## src/rtl/scan_bank4way8bit_pkg.sv

```systemverilog
// Shared widths and defaults for the four-slot scanned register bank.
// Latency: n/a (constants only).
// Backpressure: n/a.
package scan_bank4way8bit_pkg;

    localparam int SLOTS        = 4;
    localparam int SEL_W        = 2;
    localparam int DATA_W       = 8;
    localparam int PRESCALE_DEF = 4;

endpackage

```

## src/rtl/scan_bank4way8bit_if.sv

```systemverilog
// Bus bundle for the scanned register bank: write/control inputs, slot outputs, scan status.
// Latency: n/a (wires only).
// Backpressure: none; the bank accepts a write or clear every cycle.
//
// Ports (master = driver of writes/control, slave = the bank):
//   enable, clr, we, waddr, wdata : control and write port into the bank
//   outA..outD                    : slot 0..3 contents toward the downstream mux data inputs
//   select, tick, frame           : scan index and per-slot / per-frame pulses
interface scan_bank4way8bit_if;
    import scan_bank4way8bit_pkg::*;

    logic              enable;
    logic              clr;
    logic              we;
    logic [SEL_W-1:0]  waddr;
    logic [DATA_W-1:0] wdata;
    logic [DATA_W-1:0] outA;
    logic [DATA_W-1:0] outB;
    logic [DATA_W-1:0] outC;
    logic [DATA_W-1:0] outD;
    logic [SEL_W-1:0]  select;
    logic              tick;
    logic              frame;

    modport master (
        output enable, clr, we, waddr, wdata,
        input  outA, outB, outC, outD, select, tick, frame
    );

    modport slave (
        input  enable, clr, we, waddr, wdata,
        output outA, outB, outC, outD, select, tick, frame
    );

endinterface

```

## src/rtl/scan_bank4way8bit_reg8_we.sv

```systemverilog
// Byte register with synchronous clear and load enable; clear wins over load.
// Latency: 1 cycle from load/clr to q.
// Backpressure: none.
//
// Ports: clk, rst_n (async active-low), clr (sync zero), load (capture d), d (byte in), q (byte out).
module reg8_we
    import scan_bank4way8bit_pkg::*;
(
    input  logic              clk,
    input  logic              rst_n,
    input  logic              clr,
    input  logic              load,
    input  logic [DATA_W-1:0] d,
    output logic [DATA_W-1:0] q
);

    always_ff @(posedge clk or negedge rst_n) begin
        if (!rst_n) begin
            q <= '0;
        end else if (clr) begin
            q <= '0;
        end else if (load) begin
            q <= d;
        end
    end

endmodule

```

## src/rtl/scan_bank4way8bit.sv

```systemverilog
// Four-slot byte bank with a free-running slot scanner feeding a 4:1 byte mux.
// Latency: writes/clear visible on outA..outD 1 cycle after the edge; select/tick/frame registered.
// Backpressure: none; writes and clear are taken every cycle regardless of enable.
//
// Ports: clk, rst_n (async active-low); bus (slave modport) carries enable, clr, we, waddr,
// wdata in and outA..outD, select, tick, frame out. PS_W must be wide enough to hold PRESCALE-1.
module scan_bank4way8bit
    import scan_bank4way8bit_pkg::*;
#(
    parameter int PRESCALE = PRESCALE_DEF,
    parameter int PS_W     = 8
)
(
    input  logic                 clk,
    input  logic                 rst_n,
    scan_bank4way8bit_if.slave   bus
);

    localparam logic [PS_W-1:0]  PS_LAST  = PS_W'(PRESCALE - 1);
    localparam logic [SEL_W-1:0] SEL_LAST = SEL_W'(SLOTS - 1);

    logic [PS_W-1:0]  ps;
    logic [SEL_W-1:0] sel;
    logic             tick_q;
    logic             frame_q;
    logic [SLOTS-1:0] load;

    // Clear takes priority, so it also masks the per-slot load.
    always_comb begin
        load = '0;
        for (int k = 0; k < SLOTS; k++) begin
            load[k] = bus.we && (bus.waddr == SEL_W'(k)) && !bus.clr;
        end
    end

    reg8_we slot0 (.clk(clk), .rst_n(rst_n), .clr(bus.clr), .load(load[0]), .d(bus.wdata), .q(bus.outA));
    reg8_we slot1 (.clk(clk), .rst_n(rst_n), .clr(bus.clr), .load(load[1]), .d(bus.wdata), .q(bus.outB));
    reg8_we slot2 (.clk(clk), .rst_n(rst_n), .clr(bus.clr), .load(load[2]), .d(bus.wdata), .q(bus.outC));
    reg8_we slot3 (.clk(clk), .rst_n(rst_n), .clr(bus.clr), .load(load[3]), .d(bus.wdata), .q(bus.outD));

    // Prescaler and scan index. With PRESCALE=1 ps is pinned at 0, so every enabled
    // cycle is a slot boundary and tick stays high.
    always_ff @(posedge clk or negedge rst_n) begin
        if (!rst_n) begin
            ps      <= '0;
            sel     <= '0;
            tick_q  <= 1'b0;
            frame_q <= 1'b0;
        end else if (bus.enable) begin
            if (ps == PS_LAST) begin
                ps      <= '0;
                sel     <= sel + SEL_W'(1);
                tick_q  <= 1'b1;
                frame_q <= (sel == SEL_LAST);
            end else begin
                ps      <= ps + PS_W'(1);
                tick_q  <= 1'b0;
                frame_q <= 1'b0;
            end
        end else begin
            // Hold position; pulses only mark slot entry while running.
            tick_q  <= 1'b0;
            frame_q <= 1'b0;
        end
    end

    assign bus.select = sel;
    assign bus.tick   = tick_q;
    assign bus.frame  = frame_q;

endmodule

```

## src/flat_wrapper.sv

```systemverilog
// flat-port wrapper written by rule: the top's interface ports become plain ports
module scan_bank4way8bit_flat import scan_bank4way8bit_pkg::*;
#(
    parameter int PRESCALE = PRESCALE_DEF,
    parameter int PS_W     = 8
)
  (clk, rst_n, bus_enable, bus_clr, bus_we, bus_waddr, bus_wdata, bus_outA, bus_outB, bus_outC, bus_outD, bus_select, bus_tick, bus_frame);
  scan_bank4way8bit_if bus_i ();
  input  logic clk;
  input  logic rst_n;
  input wire logic [$bits(bus_i.enable)-1:0] bus_enable;
  input wire logic [$bits(bus_i.clr)-1:0] bus_clr;
  input wire logic [$bits(bus_i.we)-1:0] bus_we;
  input wire logic [$bits(bus_i.waddr)-1:0] bus_waddr;
  input wire logic [$bits(bus_i.wdata)-1:0] bus_wdata;
  output wire logic [$bits(bus_i.outA)-1:0] bus_outA;
  output wire logic [$bits(bus_i.outB)-1:0] bus_outB;
  output wire logic [$bits(bus_i.outC)-1:0] bus_outC;
  output wire logic [$bits(bus_i.outD)-1:0] bus_outD;
  output wire logic [$bits(bus_i.select)-1:0] bus_select;
  output wire logic [$bits(bus_i.tick)-1:0] bus_tick;
  output wire logic [$bits(bus_i.frame)-1:0] bus_frame;
  assign bus_i.enable = bus_enable;
  assign bus_i.clr = bus_clr;
  assign bus_i.we = bus_we;
  assign bus_i.waddr = bus_waddr;
  assign bus_i.wdata = bus_wdata;
  assign bus_outA = bus_i.outA;
  assign bus_outB = bus_i.outB;
  assign bus_outC = bus_i.outC;
  assign bus_outD = bus_i.outD;
  assign bus_select = bus_i.select;
  assign bus_tick = bus_i.tick;
  assign bus_frame = bus_i.frame;
  scan_bank4way8bit #(.PRESCALE(PRESCALE), .PS_W(PS_W)) u_core (.clk(clk), .rst_n(rst_n), .bus(bus_i));
endmodule
```

## config.mk

```make
export PLATFORM = sky130hd
export DESIGN_NAME = scan_bank4way8bit_flat
export DESIGN_NICKNAME = d
export VERILOG_FILES = /design/src/rtl/scan_bank4way8bit_pkg.sv /design/src/rtl/scan_bank4way8bit_if.sv /design/src/rtl/scan_bank4way8bit_reg8_we.sv /design/src/rtl/scan_bank4way8bit.sv /design/src/flat_wrapper.sv
export SDC_FILE = /design/constraint.sdc
export NUM_CORES = 1
export LEC_CHECK = 0
export CAP_MARGIN = 5
export CORE_ASPECT_RATIO = 1.1
export CORE_MARGIN = 2
export CORE_UTILIZATION = 30
export CTS_CLUSTER_DIAMETER = 80
export CTS_CLUSTER_SIZE = 14
export DETAILED_ROUTE_END_ITERATION = 12
export GPL_ROUTABILITY_DRIVEN = 0
export HOLD_SLACK_MARGIN = 0.03
export PLACE_DENSITY = 0.56
export SETUP_SLACK_MARGIN = 0.1
export SLEW_MARGIN = 10
export SYNTH_ARGS = -nofsm -noshare
export SYNTH_HDL_FRONTEND = slang
export SYNTH_SLANG_ARGS = --single-unit
```

## constraint.sdc

```tcl
create_clock -name clk -period 4.6 [get_ports clk]
set_input_delay 1.15 -clock clk [delete_from_list [all_inputs] [get_ports clk]]
set_output_delay 1.15 -clock clk [all_outputs]
set_load 0.05 [all_outputs]
```

==> flow_summary_export.csv <==
group,metric,value,unit
drt,ant_nets,0,
worst_setup_path,cp_data_arrival_time,1.51,ns
status,status,"finished clean",
drt,first_pass_iters,4,
floorplan,die_x,78.5,um
drt,drc,0,
clock_network,clockBufferDepth,2,
cells_and_area,seq_area,1100,um2
synthesis,yosysMostFrequentCell,"dfrtp_1",
place,place_ws,1.68,ns
pwr,p_total,0.899,mW
drt,wirelength,3830,um
grt,grt_usage,0.122,
worst_setup_path,critPathRequiredTime,3.45,ns
timing,rsz0062_at_grt,"false",
worst_setup_path,path_cells,"clkdlybuf4s50_1",
grt,grt_remaining_overflow,0,
clock_network,cts_tree,"built",
cells_and_area,nFillCells,564,
synthesis,ys_ff_latch,44,
timing,worstMarginPinSlew,0.978,ns
drt,route.detailed.wl_per_inst,13.7,um
worst_setup_path,rrSetupSlack,2.81,ns
timing,skew,0.00142,ns
timing,post-route-period-util,0.578,
grt,grt_pass1_wl,6420,um
synthesis,synth_top_area_share,0.601,
floorplan,fp.dieArea,6750,um2
worst_setup_path,path_max_fanout,3,
drt,drt_iter0_markers,79,
cells_and_area,nets,219,
worst_setup_path,crit_family,"buffers and inverters",
floorplan,start_util,0.314,
cells_and_area,multi_input_area,696,um2
synthesis,synth_top_cell_by_area,"dfrtp_1",
floorplan,rows,29,
synthesis,synthTopCellsByArea,"dfrtp_1 60%, mux2i_1 18%, nor2_1 7.2%",
cells_and_area,fin_util,0.425,
floorplan,core_area,5840,um2
timing,fmax,0.376,GHz
synthesis,ys_types,21,
synthesis,synth_ff_type,"dfrtp_1",
pwr,vdd_drop_max,0.253,mV
timing,finalCriticalPeriod,2.66,ns
clock_network,cts_resized,0,
worst_setup_path,max_stage_delay,0.82,ns
synthesis,async_flop_share,1.00,
synthesis,yosysWarnings,0,
floorplan,die_y,86.0,um
clock_network,clock-sinks,44,
drt,viasPerCell,4.42,
drt,num_vias,1232,
pwr,p_leak,1.23,nW
synthesis,synth-seq-area-share,0.601,
synthesis,synthesis.area,1830,um2
worst_setup_path,slowest_stage,"clkdlybuf4s50_1",
cells_and_area,drive_above_1_share,0.0644,
run,cap_violations,0,
timing,setup_violations,0,
cells_and_area,diodes,0,
clock_network,cts-htree-levels,2,
worst_setup_path,r2r_cells,4,
worst_setup_path,r2r_start,"u_core.ps[0]",
synthesis,syn_area_per_cell,12.1,um2
place,port_buffers,50,
timing,fin_tns_setup,0,ns
place,place_area,2410,um2
place,dpl.hpwl,2510,um
hold_path,min_path_cells,1,
hold_path,hold_path_startpoint,"u_core.ps[7]",
timing,finalWorstSetupSlack,1.94,ns
grt,antenna_found_initial,0,
pwr,p_per_area,362,nW/um2
clock_network,cts_made_buffers,5,
clock_network,path_clk_slew,0.07,ns
timing,relSlewSlack,0.348,
worst_setup_path,critPathBufInv,1,
grt,first_global_vias,1269,
timing,slew_viol_final,0,
synthesis,synthCells,151,
hold_path,min_to,"u_core.ps[7]",
synthesis,synth_commonest_cells,"44 x dfrtp_1, 35 x nor2_1, 33 x mux2i_1",
hold_path,hp-class,"reg2reg",
floorplan,ios,51,
clock_network,ctsHoldBuffers,0,
worst_setup_path,reg2reg_to,"u_core.bus.select[1]",
clock_network,cts_setup_buffers,0,
worst_setup_path,critPathLaunchType,"flip-flop",
cells_and_area,syn_to_final_growth,35.7,%
clock_network,worstSkewPairLatency,0.29,ns
cells_and_area,design_area,2480,um2
worst_setup_path,critPathKind,"reg2out",
timing,finalHoldViolCount,0,
grt,grt_max_degree,45,
synthesis,synth_nets,168,
synthesis,synth_edf_count,0,
clock_network,root_buffer,"clkbuf_8",
worst_setup_path,crit_path_end_kind,"output pin",
==> state kept, by name, summed over array words and instances, names as in the netlist <==
| signal | count |
|---|---|
| u_core.bus.frame | 1 |
| u_core.bus.select | 2 |
| u_core.bus.tick | 1 |
| u_core.ps | 8 |
| u_core.slot0.q | 8 |
| u_core.slot1.q | 8 |
| u_core.slot2.q | 8 |
| u_core.slot3.q | 8 |
==> per-stage QoR <==
stage	hold slack, ns	cells
2_1_floorplan	0.466	151
3_3_place_gp	0.485	272
3_5_place_dp	0.494	272
4_1_cts	0.507	279
5_1_grt	0.526	279
6_report	0.500	279
==> cell usage in the layout, fill, tap and decap left out <==
cell / count
xnor2_1: 5
dfrtp_1: 44
nand3_1: 1
clkinv_2: 1
nor4_2: 1
mux2_4: 1
ha_1: 2
clkbuf_8: 5
buf_4: 1
nor3b_1: 1
mux2i_1: 33
nand4_1: 4
xor2_1: 2
nor3b_2: 1
a31oi_1: 2
buf_2: 1
o21ai_0: 1
and3_1: 1
nor2_1: 35
or4b_4: 1
clkdlybuf4s50_1: 49
nand2_1: 3
clkbuf_1: 1
nand3b_1: 2
or2_2: 1
inv_1: 3
==> cell families (layout without fill, tap and decap cells) <==
| logic type | after synthesis | after routing | share of synthesized area |
|---|---|---|---|
| buffers and inverters | 10 | 61 | 0.0219 |
| multiplexers | 34 | 34 | 0.189 |
| AO/OA/AOI/OAI | 3 | 3 | 0.00956 |
| XOR/XNOR | 7 | 7 | 0.0335 |
| adder cells (fa/ha/maj) | 2 | 2 | 0.0137 |
| AND/OR/NAND/NOR | 51 | 51 | 0.132 |
| flip-flops | 44 | 44 | 0.601 |
==> power breakdown <==
part	internal (mW)	switching, mW
registers	0.417	0.0254
clock network	0.103	0.121
logic	0.0931	0.139
total	0.613	0.286
==> routing by layer <==
metal | part of all wire | vias up | track usage
li1 | - | 609 | -
met1 | 0.48 | 578 | 0.159
met2 | 0.44 | 40 | 0.189
met3 | 0.078 | 5 | 0.0463
met4 | 0.0076 | 0 | 0.0383
met5 | 0 | - | 0
==> how the worst max path moves through the flow <==
stage	startpoint	to	slack, ns	cells past startpoint
CTS	u_core.bus.select[0]	bus_select[0]	1.92	1
finish	u_core.bus.select[0]	bus_select[0]	1.94	1
global placement	bus_we	u_core.slot0.q[4]	1.67	4
detailed placement	bus_enable	u_core.bus.select[1]	1.68	4
global route	bus_we	u_core.slot0.q[0]	1.85	4
floorplan	bus_enable	u_core.bus.select[1]	2.24	4
==> area by class of cell <==
type | count | area share
Clock inverter | 1 | 0.00201
Inverter | 3 | 0.00453
Multi-Input combinational cell | 97 | 0.280
Timing Repair Buffer | 51 | 0.202
Tap cell | 77 | 0.0388
Clock buffer | 6 | 0.0292
Sequential cell | 44 | 0.443
Note: power is estimated with default switching activity, not from simulation.
